## src/rtl/rat_cp_ctrl.sv

```systemverilog
// Checkpoint controller for the register alias table: hands out snapshot
// slots one branch lane per cycle, frees the oldest slot on commit, and
// restores a slot (dropping it and everything younger) on misprediction.
module rat_cp_ctrl #(
  parameter int RENAME_WIDTH = 4,
  parameter int CP_SIZE      = 8,
  parameter int CP_IDX_W     = 3,
  localparam int LANE_W      = (RENAME_WIDTH > 1) ? $clog2(RENAME_WIDTH) : 1
) (
  input  logic                    clock,
  input  logic                    reset,
  input  logic                    rename_valid,
  input  logic [RENAME_WIDTH-1:0] br_mask,
  input  logic                    pause,
  output logic                    rename_ready,
  output logic                    cp_check,
  output logic [CP_IDX_W-1:0]     cp_check_idx,
  output logic [LANE_W-1:0]       cp_check_lane,
  input  logic                    commit_valid,
  input  logic                    recover,
  input  logic [CP_IDX_W-1:0]     recover_idx,
  output logic                    mt_recover,
  output logic [CP_IDX_W-1:0]     mt_recover_idx,
  output logic [CP_IDX_W:0]       cp_count,
  output logic                    checkable
);

  localparam int CNT_W = CP_IDX_W + 1;

  typedef enum logic [1:0] {IDLE, SNAP, RECOVER} state_e;

  state_e                  state_q, state_d;
  logic [CP_IDX_W-1:0]     head_q, head_d;
  logic [CNT_W-1:0]        count_q, count_d;
  logic [RENAME_WIDTH-1:0] mask_q, mask_d;

  logic [CP_IDX_W-1:0]     tail;
  logic [CP_IDX_W-1:0]     rec_off;
  logic                    rec_hit;
  logic                    commit_ok;
  logic [CNT_W-1:0]        space;
  logic [LANE_W:0]         br_k;
  logic                    snap;

  // Number of branch lanes in a group.
  function automatic logic [LANE_W:0] popcount(input logic [RENAME_WIDTH-1:0] m);
    popcount = '0;
    for (int i = 0; i < RENAME_WIDTH; i++) popcount = popcount + (LANE_W+1)'(m[i]);
  endfunction

  // Index of the lowest set lane (oldest branch in program order).
  function automatic logic [LANE_W-1:0] low_lane(input logic [RENAME_WIDTH-1:0] m);
    low_lane = '0;
    for (int i = RENAME_WIDTH - 1; i >= 0; i--) if (m[i]) low_lane = LANE_W'(i);
  endfunction

  assign tail           = head_q + count_q[CP_IDX_W-1:0];
  assign rec_off        = recover_idx - head_q;
  // A slot is in flight when its distance from head is below the occupancy.
  assign rec_hit        = recover && ({1'b0, rec_off} < count_q);
  assign commit_ok      = commit_valid && (count_q != '0);
  assign space          = CNT_W'(CP_SIZE) - count_q;
  assign br_k           = popcount(br_mask);
  assign cp_check_idx   = tail;
  assign mt_recover_idx = recover_idx;
  assign cp_count       = count_q;
  assign checkable      = (count_q < CNT_W'(CP_SIZE));

  // Next-state, queue pointer and strobe logic; recover outranks snapshots.
  always_comb begin
    // NOTE: every output of this block gets a default first so no path leaves one unassigned (no latches).
    state_d       = state_q;
    head_d        = head_q;
    count_d       = count_q;
    mask_d        = mask_q;
    rename_ready  = 1'b0;
    cp_check      = 1'b0;
    cp_check_lane = '0;
    mt_recover    = 1'b0;
    snap          = 1'b0;

    if (reset) begin
      state_d = IDLE;
      head_d  = '0;
      count_d = '0;
      mask_d  = '0;
    end else if (rec_hit) begin
      mt_recover = 1'b1;
      // Committing the slot being restored would free it twice.
      if (commit_ok && (recover_idx != head_q)) head_d = head_q + CP_IDX_W'(1);
      count_d = {1'b0, recover_idx - head_d};
      mask_d  = '0;
      state_d = RECOVER;
    end else begin
      case (state_q)
        IDLE: begin
          if (rename_valid && !pause) begin
            if (br_k == '0) begin
              rename_ready = 1'b1;
            end else if (32'(br_k) <= 32'(space)) begin
              // Space for the whole group is reserved up front so SNAP never stalls.
              snap          = 1'b1;
              cp_check_lane = low_lane(br_mask);
              mask_d        = br_mask & (br_mask - RENAME_WIDTH'(1));
              if (br_k == (LANE_W+1)'(1)) rename_ready = 1'b1;
              else                        state_d      = SNAP;
            end
          end
        end
        SNAP: begin
          if (!pause) begin
            snap          = 1'b1;
            cp_check_lane = low_lane(mask_q);
            mask_d        = mask_q & (mask_q - RENAME_WIDTH'(1));
            if (mask_d == '0) begin
              rename_ready = 1'b1;
              state_d      = IDLE;
            end
          end
        end
        RECOVER: state_d = IDLE;
        default: state_d = IDLE;
      endcase

      cp_check = snap;
      if (commit_ok) head_d = head_q + CP_IDX_W'(1);
      count_d = count_q + CNT_W'(snap) - CNT_W'(commit_ok);
    end
  end

  // State registers; reset is folded into the next-state logic above.
  always_ff @(posedge clock) begin
    // NOTE: non-blocking assignments so every register samples the pre-edge values.
    state_q <= state_d;
    head_q  <= head_d;
    count_q <= count_d;
    mask_q  <= mask_d;
  end

endmodule
```

## config.mk

```make
export PLATFORM = sky130hd
export DESIGN_NAME = rat_cp_ctrl
export DESIGN_NICKNAME = d
export VERILOG_FILES = /design/src/rtl/rat_cp_ctrl.sv
export SDC_FILE = /design/constraint.sdc
export NUM_CORES = 1
export LEC_CHECK = 0
export BUFFER_PORTS_ARGS = -buffer_cell sky130_fd_sc_hd__buf_2
export CAP_MARGIN = 15
export CORE_MARGIN = 5
export CORE_UTILIZATION = 30
export DETAILED_ROUTE_END_ITERATION = 16
export PLACE_DENSITY = 0.61
export REMOVE_ABC_BUFFERS = 1
export SLEW_MARGIN = 15
export SYNTH_ARGS = -nofsm -noshare
export SYNTH_HDL_FRONTEND = slang
export SYNTH_SLANG_ARGS = --single-unit
```

## constraint.sdc

```tcl
create_clock -name clock -period 11.3 [get_ports clock]
set_input_delay 1.695 -clock clock [delete_from_list [all_inputs] [get_ports clock]]
set_output_delay 1.695 -clock clock [all_outputs]
set_load 0.05 [all_outputs]
```

== Word-level counts from Yosys, hierarchy flattened ==
Index checks and enable logic that the tools add are counted.
Word-level totals
  flip-flop bits (word level): 13
  output and inout bits: 16
  memories: 0
  logic and storage cells: 107
  RAM bits: 0
  latch bits: 0
  bits in read-only memories: 0
  bits of input ports: 13
Cells by class
  mux-type cells: 54
  order comparisons: 3
  reduce and logical (&&, ||, !) cells: 15
  shift-type cells: 0
  div/mod/pow operators: 0
  add/sub/neg operators: 12
  bitwise operators: 2
  eq/ne operators: 15
  multipliers: 0
Operator list (number)
  2-bit two-way mux: 21
  1-bit two-way mux: 18
  3-bit two-way mux: 6
  3-bit inequality test, second input constant: 6
  4-bit two-way mux: 4
  2-bit inequality test, second input constant: 6
  6-bit AND reduction: 2
  4-bit bitwise AND: 2
  2-bit case mux with 2 select lines: 2
  4-bit case mux with 2 select lines: 1
  4-bit by 1-bit subtractor with 4-bit output, second input constant: 2
  3-bit subtractor: 2
  5-bit AND reduction: 1
  4-bit by 1-bit adder with 4-bit output: 1
  3-bit by 4-bit less-or-equal comparator with 1-bit output: 1
  1-bit logical AND: 4
  4-bit logical NOT: 1
  3-bit by 4-bit less-than comparator with 1-bit output: 1
  4-bit less-than comparator, second input constant: 1
  1-bit case mux with 2 select lines: 2
  2-bit nonzero test: 2
  4-bit nonzero test: 1
  4-bit by 1-bit subtractor with 4-bit output: 1
  4-bit subtractor, first input constant: 1
  other kinds (12): 12

== Logic depth before layout (Yosys ltp) ==
  depth after elaboration: 13
  mapped depth: 16
  mapped depth without buffers: 16

== Worst setup path before layout ==
Ideal clock, no wire load.
  path type: in2out
  start: input br_mask[0]
  end: output cp_check_lane[1]
  data arrival time: 4.782 ns
  required time: 9.605 ns
  stages on the path: 9
  buffers on the path: 0
  setup slack: 4.823 ns
  cell sequence: fa_1 > ha_1 > ha_1 > ha_1 > and3b_1 > a211oi_1 > o31ai_2 > or4_1 > a21oi_1
Between the ends
  cells in the longest elaborated chain, start to end: 10
  elaborated cells on any way between the ends: 12
  those cells by class: add/sub (3); order compare (1); mux (7); reduce/logical (1)
RTL lines
  start: declaration: line 13  | input logic [RENAME_WIDTH-1:0] br_mask,
  1-bit by 1-bit adder with 2-bit output: line 48  | for (int i = 0; i < RENAME_WIDTH; i++) popcount = popcount + (LANE_W+1)'(m[i]);
  2-bit by 1-bit adder with 3-bit output: line 48
  3-bit by 1-bit adder with 3-bit output: line 48
  3-bit by 4-bit less-or-equal comparator with 1-bit output: line 100  | end else if (32'(br_k) <= 32'(space)) begin
  2-bit two-way mux: line 100
  2-bit two-way mux (*): line 98  | if (br_k == '0) begin
  2-bit two-way mux (*): line 97  | if (rename_valid && !pause) begin
  2-bit case mux with 2 select lines (*): line 95  | case (state_q)
  2-bit two-way mux (*): line 87  | end else if (rec_hit) begin
  2-bit two-way mux (*): line 82  | if (reset) begin
  end: declaration: line 18  | output logic [LANE_W-1:0] cp_check_lane,
Every way passes the cells marked *; elsewhere a longest branch is shown, timed or not.

== Worst setup path after layout ==
  start: input recover_idx[0]
  end: output rename_ready
Between the ends
  cells in the longest elaborated chain, start to end: 5
RTL lines
  start: declaration: line 21  | input logic [CP_IDX_W-1:0] recover_idx,
  3-bit subtractor: line 58  | assign rec_off = recover_idx - head_q;
  3-bit by 4-bit less-than comparator with 1-bit output: line 60  | assign rec_hit = recover && ({1'b0, rec_off} < count_q);
  1-bit logical AND: line 60
  1-bit two-way mux: line 87
  1-bit two-way mux: line 82
  end: declaration: line 15  | output logic rename_ready,
Every way passes these cells.

==> impl_summary.md <==
Routing
For this block, the routed nets add up to 2710 um of wire. After detailed routing, the number of vias per cell comes to 4.79. The overall via count from detail_route is 1106. The count of unresolved DRC violations after routing is 0.

The remaining antenna violation count is 0. The average wire per cell in the routed design is 11.7 um. The violation count after the first detailed-routing iteration is 33. The first TritonRoute pass finished after 4 iterations.

Timing
The max-slew violation total from the final report is 0. The post-route setup TNS is 0 ns. Setup violations remaining at the end of the flow were counted as 0. The normalized max-slew margin is 0.443. Setup repair after global routing left no endpoint under its margin. The worst clock skew is 0.00375 ns. The actual slew at the worst max-slew pin is 0.835 ns. The portion of the clock cycle consumed by the worst path in the final layout is 0.574. The final critical-path required period is 6.49 ns.

Hold timing on the final database bottoms out at a slack of 0.511 ns. The final hold violation count is 0. Based on the critical path, the design can be clocked at up to 0.154 GHz.

Global route
The via count of the first global-routing pass was 1111. In the global route stage, overall resource usage came out at 0.0956. The first global-routing pass estimated 4800 um of wire. The maximum number of pins on one net before global-route repair is 12. The number of antenna violations at the first check in global routing is 0.

The total congestion overflow is 0.

Logic synthesis
The most used flip-flop cell after synthesis is dfxtp_1. The count of mapped cells out of synthesis is 153. The number of enable flip-flop cells after synthesis is 0.

The most common cell in the synthesized netlist is ha_1. The share of synthesized flip-flops with an asynchronous set or reset is 0. The count of yosys warnings during synthesis is 0. Measured against the total synthesized area, the mux share comes to 0.0247. The complex-gate fraction of the synthesized area is 0.166. In the synthesized netlist, the cells that appear most often are 22 x ha_1, 19 x nor2_1, 18 x inv_1, 12 x a21oi_1, 12 x dfxtp_1. Of all cell types, the one taking the most synthesized area is ha_1. The unique cell type count in the Yosys netlist is 36. In the post-synthesis netlist, the biggest area contributors are ha_1 21%, dfxtp_1 18%, fa_1 7.6%.

Of the post-synthesis cell area, the dominant cell type holds 0.209. Summing every instance area after synthesis gives 1320 um2. After synthesis the netlist holds a flip-flop and latch count of 12.

The basic-gate share of the synthesized area counting and, or, nand and nor cells is 0.181. Of the total synthesized cell area, the portion taken by XOR and XNOR cells is 0.0865. The dominant combinational cell family by area after synthesis is adder cells. Of the total synthesized cell area, the portion taken by full adders, half adders and majority gates is 0.285. The share of the Yosys chip area taken by registers is 0.183.

Averaged over all synthesized cells, the footprint is 8.60 um2.

Place
The placed cell count is 228. The count of input and output buffers is 28. The post-placement cell area is 1490 um2.

Detailed placement ended at an HPWL of 2310 um. The congestion estimate from routability-driven global placement came to 0.770.

Worst setup path
The worst flop-to-flop path startpoint is cp_count[1]$_SDFF_PP0_. Broken down by cell family, the worst path's largest delay share belongs to compound AO/OA/AOI/OAI gates. The startpoint-to-endpoint class of the critical path is in -> out. The worst setup path is launched from a primary input. Setup slack on the worst reg-to-reg path comes out at 7.71 ns. The slowest stage of the critical path is the a22oi_1 cell. The number of cells on the worst reg-to-reg path is 15. Together, buffers and inverters on the worst path number 4. The longest individual stage delay on the worst path is 0.67 ns. Data on the critical path is required at its endpoint by 9.61 ns.

The endpoint identified for the worst register-to-register timing path is cp_count[2]$_SDFF_PP0_. The data arrival time at the worst-slack endpoint is 4.80 ns. STA classifies the critical path endpoint as an output port. The critical path starts at recover_idx[0]. The largest fanout of any net on the critical path is 11. Walking the worst path, the cells encountered are buf_2, inv_1, ha_1, inv_1, fa_1, ha_1, a21bo_2, a22oi_1, nand2b_1, or2_2, a21oi_1, buf_2.

Floorplanning
The number of top-level design ports is 29. The initial utilization of the core area, before any placement, comes to 0.307. The x dimension of the die is 76.2 um. The floorplan die height is 76.2 um. The area of the core is 4290 um2. The total die area is 5810 um2.

The number of rows created at floorplan is 24.

Cells and area
The area growth from synthesis to layout is 16.4%. The number of antenna diodes in the final layout is 0. Once layout is complete, the utilization of the core stands at 0.357. Of the cells placed in the final design, the portion with a size suffix greater than 1 is 0.218. The net count of the finished layout is 221. The area of all placed cells without fillers is 1530 um2. The non-filler instance count after layout is 231. The number of inserted filler cells in the final layout is 471.

Clock network
CTS saw 12 sinks. The maximum root-to-sink buffer count is 2. The number of levels the H-tree was split into is 1. The cts-stage hold buffer count is 0. The post-CTS setup buffer count is 0. The number of buffers created by CTS is 3. After clock tree synthesis, the clock-pin slew on the worst setup and hold paths is 0.05 ns.

The clock tree root buffer cell is clkbuf_8. The clock reaches the later pin of the worst-skew pair after 0.23 ns. The clock tree from TritonCTS is done. Gates resized during post-CTS repair numbered 0.

Power and ir drop
Dividing total power by cell area gives a power density of 247 nW/um2. The static leakage is 0.718 nW. The peak supply drop is 0.102 mV.

Hold path
The worst hold path terminates at mask_q[3]$_SDFFE_PP0P_. The startpoint of the tightest hold check path is mask_q[3]$_SDFFE_PP0P_. The worst hold path class is reg -> reg. The worst hold path cell count is 2.

Job
The max-capacitance violation count is 0.

Run status
The run finished with clean final reports.
==> cell families (layout without fill, tap and decap cells) <==
| kind of cell | after synthesis | count (layout) |
|---|---|---|
| simple gates | 43 | 43 |
| compound gates | 32 | 32 |
| fa+ha+maj | 27 | 27 |
| buf+inv | 23 | 49 |
| xor+xnor | 13 | 13 |
| flops | 12 | 12 |
| mux | 3 | 3 |
==> metal layers <==
layer / GRT usage / up-vias / part of all wire
li1: - / 576 / -
met1: 0.108 / 516 / 0.45
met2: 0.179 / 12 / 0.50
met3: 0.0260 / 2 / 0.040
met4: 0.0157 / 0 / 0.0052
met5: 0 / - / 0
==> sequential cells by signal, summed over array words and instances (netlist names) <==
signal,flops
state_q,2
cp_count,4
head_q,3
mask_q,3
==> cells in the final DEF (no fill, tap or decap), drive strengths merged <==
cell	count
or3	2
xor2	6
or4	2
inv	18
a31oi	1
a21oi	12
o21ai	4
a21boi	2
nand3b	2
nor4b	1
dfxtp	12
o31ai	1
nand2	5
o31a	1
nor3b	1
nand2b	2
or2	2
mux2	2
nor2b	3
ha	22
a22oi	1
xnor2	7
a21bo	1
a211oi	3
nor2	19
and4b	1
o21bai	2
o211ai	4
mux2i	1
and3	1
clkbuf	3
fa	5
and3b	1
buf	28
nand3	1
==> final cells by class <==
cell class                 count  area, um2  area share
tap                           52       65.1      0.0424
inverter                      18       67.6      0.0441
multi-input combinational    118        978       0.638
clock buffer                   3       41.3      0.0269
timing repair buffer          28        140      0.0914
sequential                    12        240       0.157
==> how the worst max path moves through the flow <==
stage / to / cells past startpoint
final: rename_ready / 12
after global routing: rename_ready / 12
after CTS: rename_ready / 12
after detailed placement: rename_ready / 12
after global placement: rename_ready / 12
after floorplan: cp_check_lane[1] / 9
==> worst reg2reg max path, stage by stage, from the launching register on <==
cell and delay [ns]:
dfxtp_1 0.42, inv_1 0.17, ha_1 0.26, xor2_1 0.16, ha_1 0.31, and3b_1 0.16
a211oi_1 0.06, or3_1 0.46, a21oi_1 0.26, ha_1 0.28, inv_1 0.06, ha_1 0.16
inv_1 0.06, fa_1 0.37, xnor2_1 0.13, a211oi_1 0.21
==> stage by stage <==
step	worst slack [ns]	power (mW)
2_1_floorplan	4.82	0.284
3_3_place_gp	4.79	0.342
3_5_place_dp	4.76	0.347
4_1_cts	4.76	0.385
5_1_grt	4.49	0.420
6_report	4.81	0.378
==> where the power goes <==
| group | leakage (nW) | internal, mW | total [mW] | switching, mW |
|---|---|---|---|---|
| logic | 0.598 | 0.100 | 0.273 | 0.173 |
| registers | 0.0983 | 0.0538 | 0.0688 | 0.0151 |
| clock network | 0.0216 | 0.0233 | 0.0363 | 0.0131 |
| total | 0.718 | 0.177 | 0.378 | 0.201 |
No activity file was read; power rests on OpenSTA's default activity.
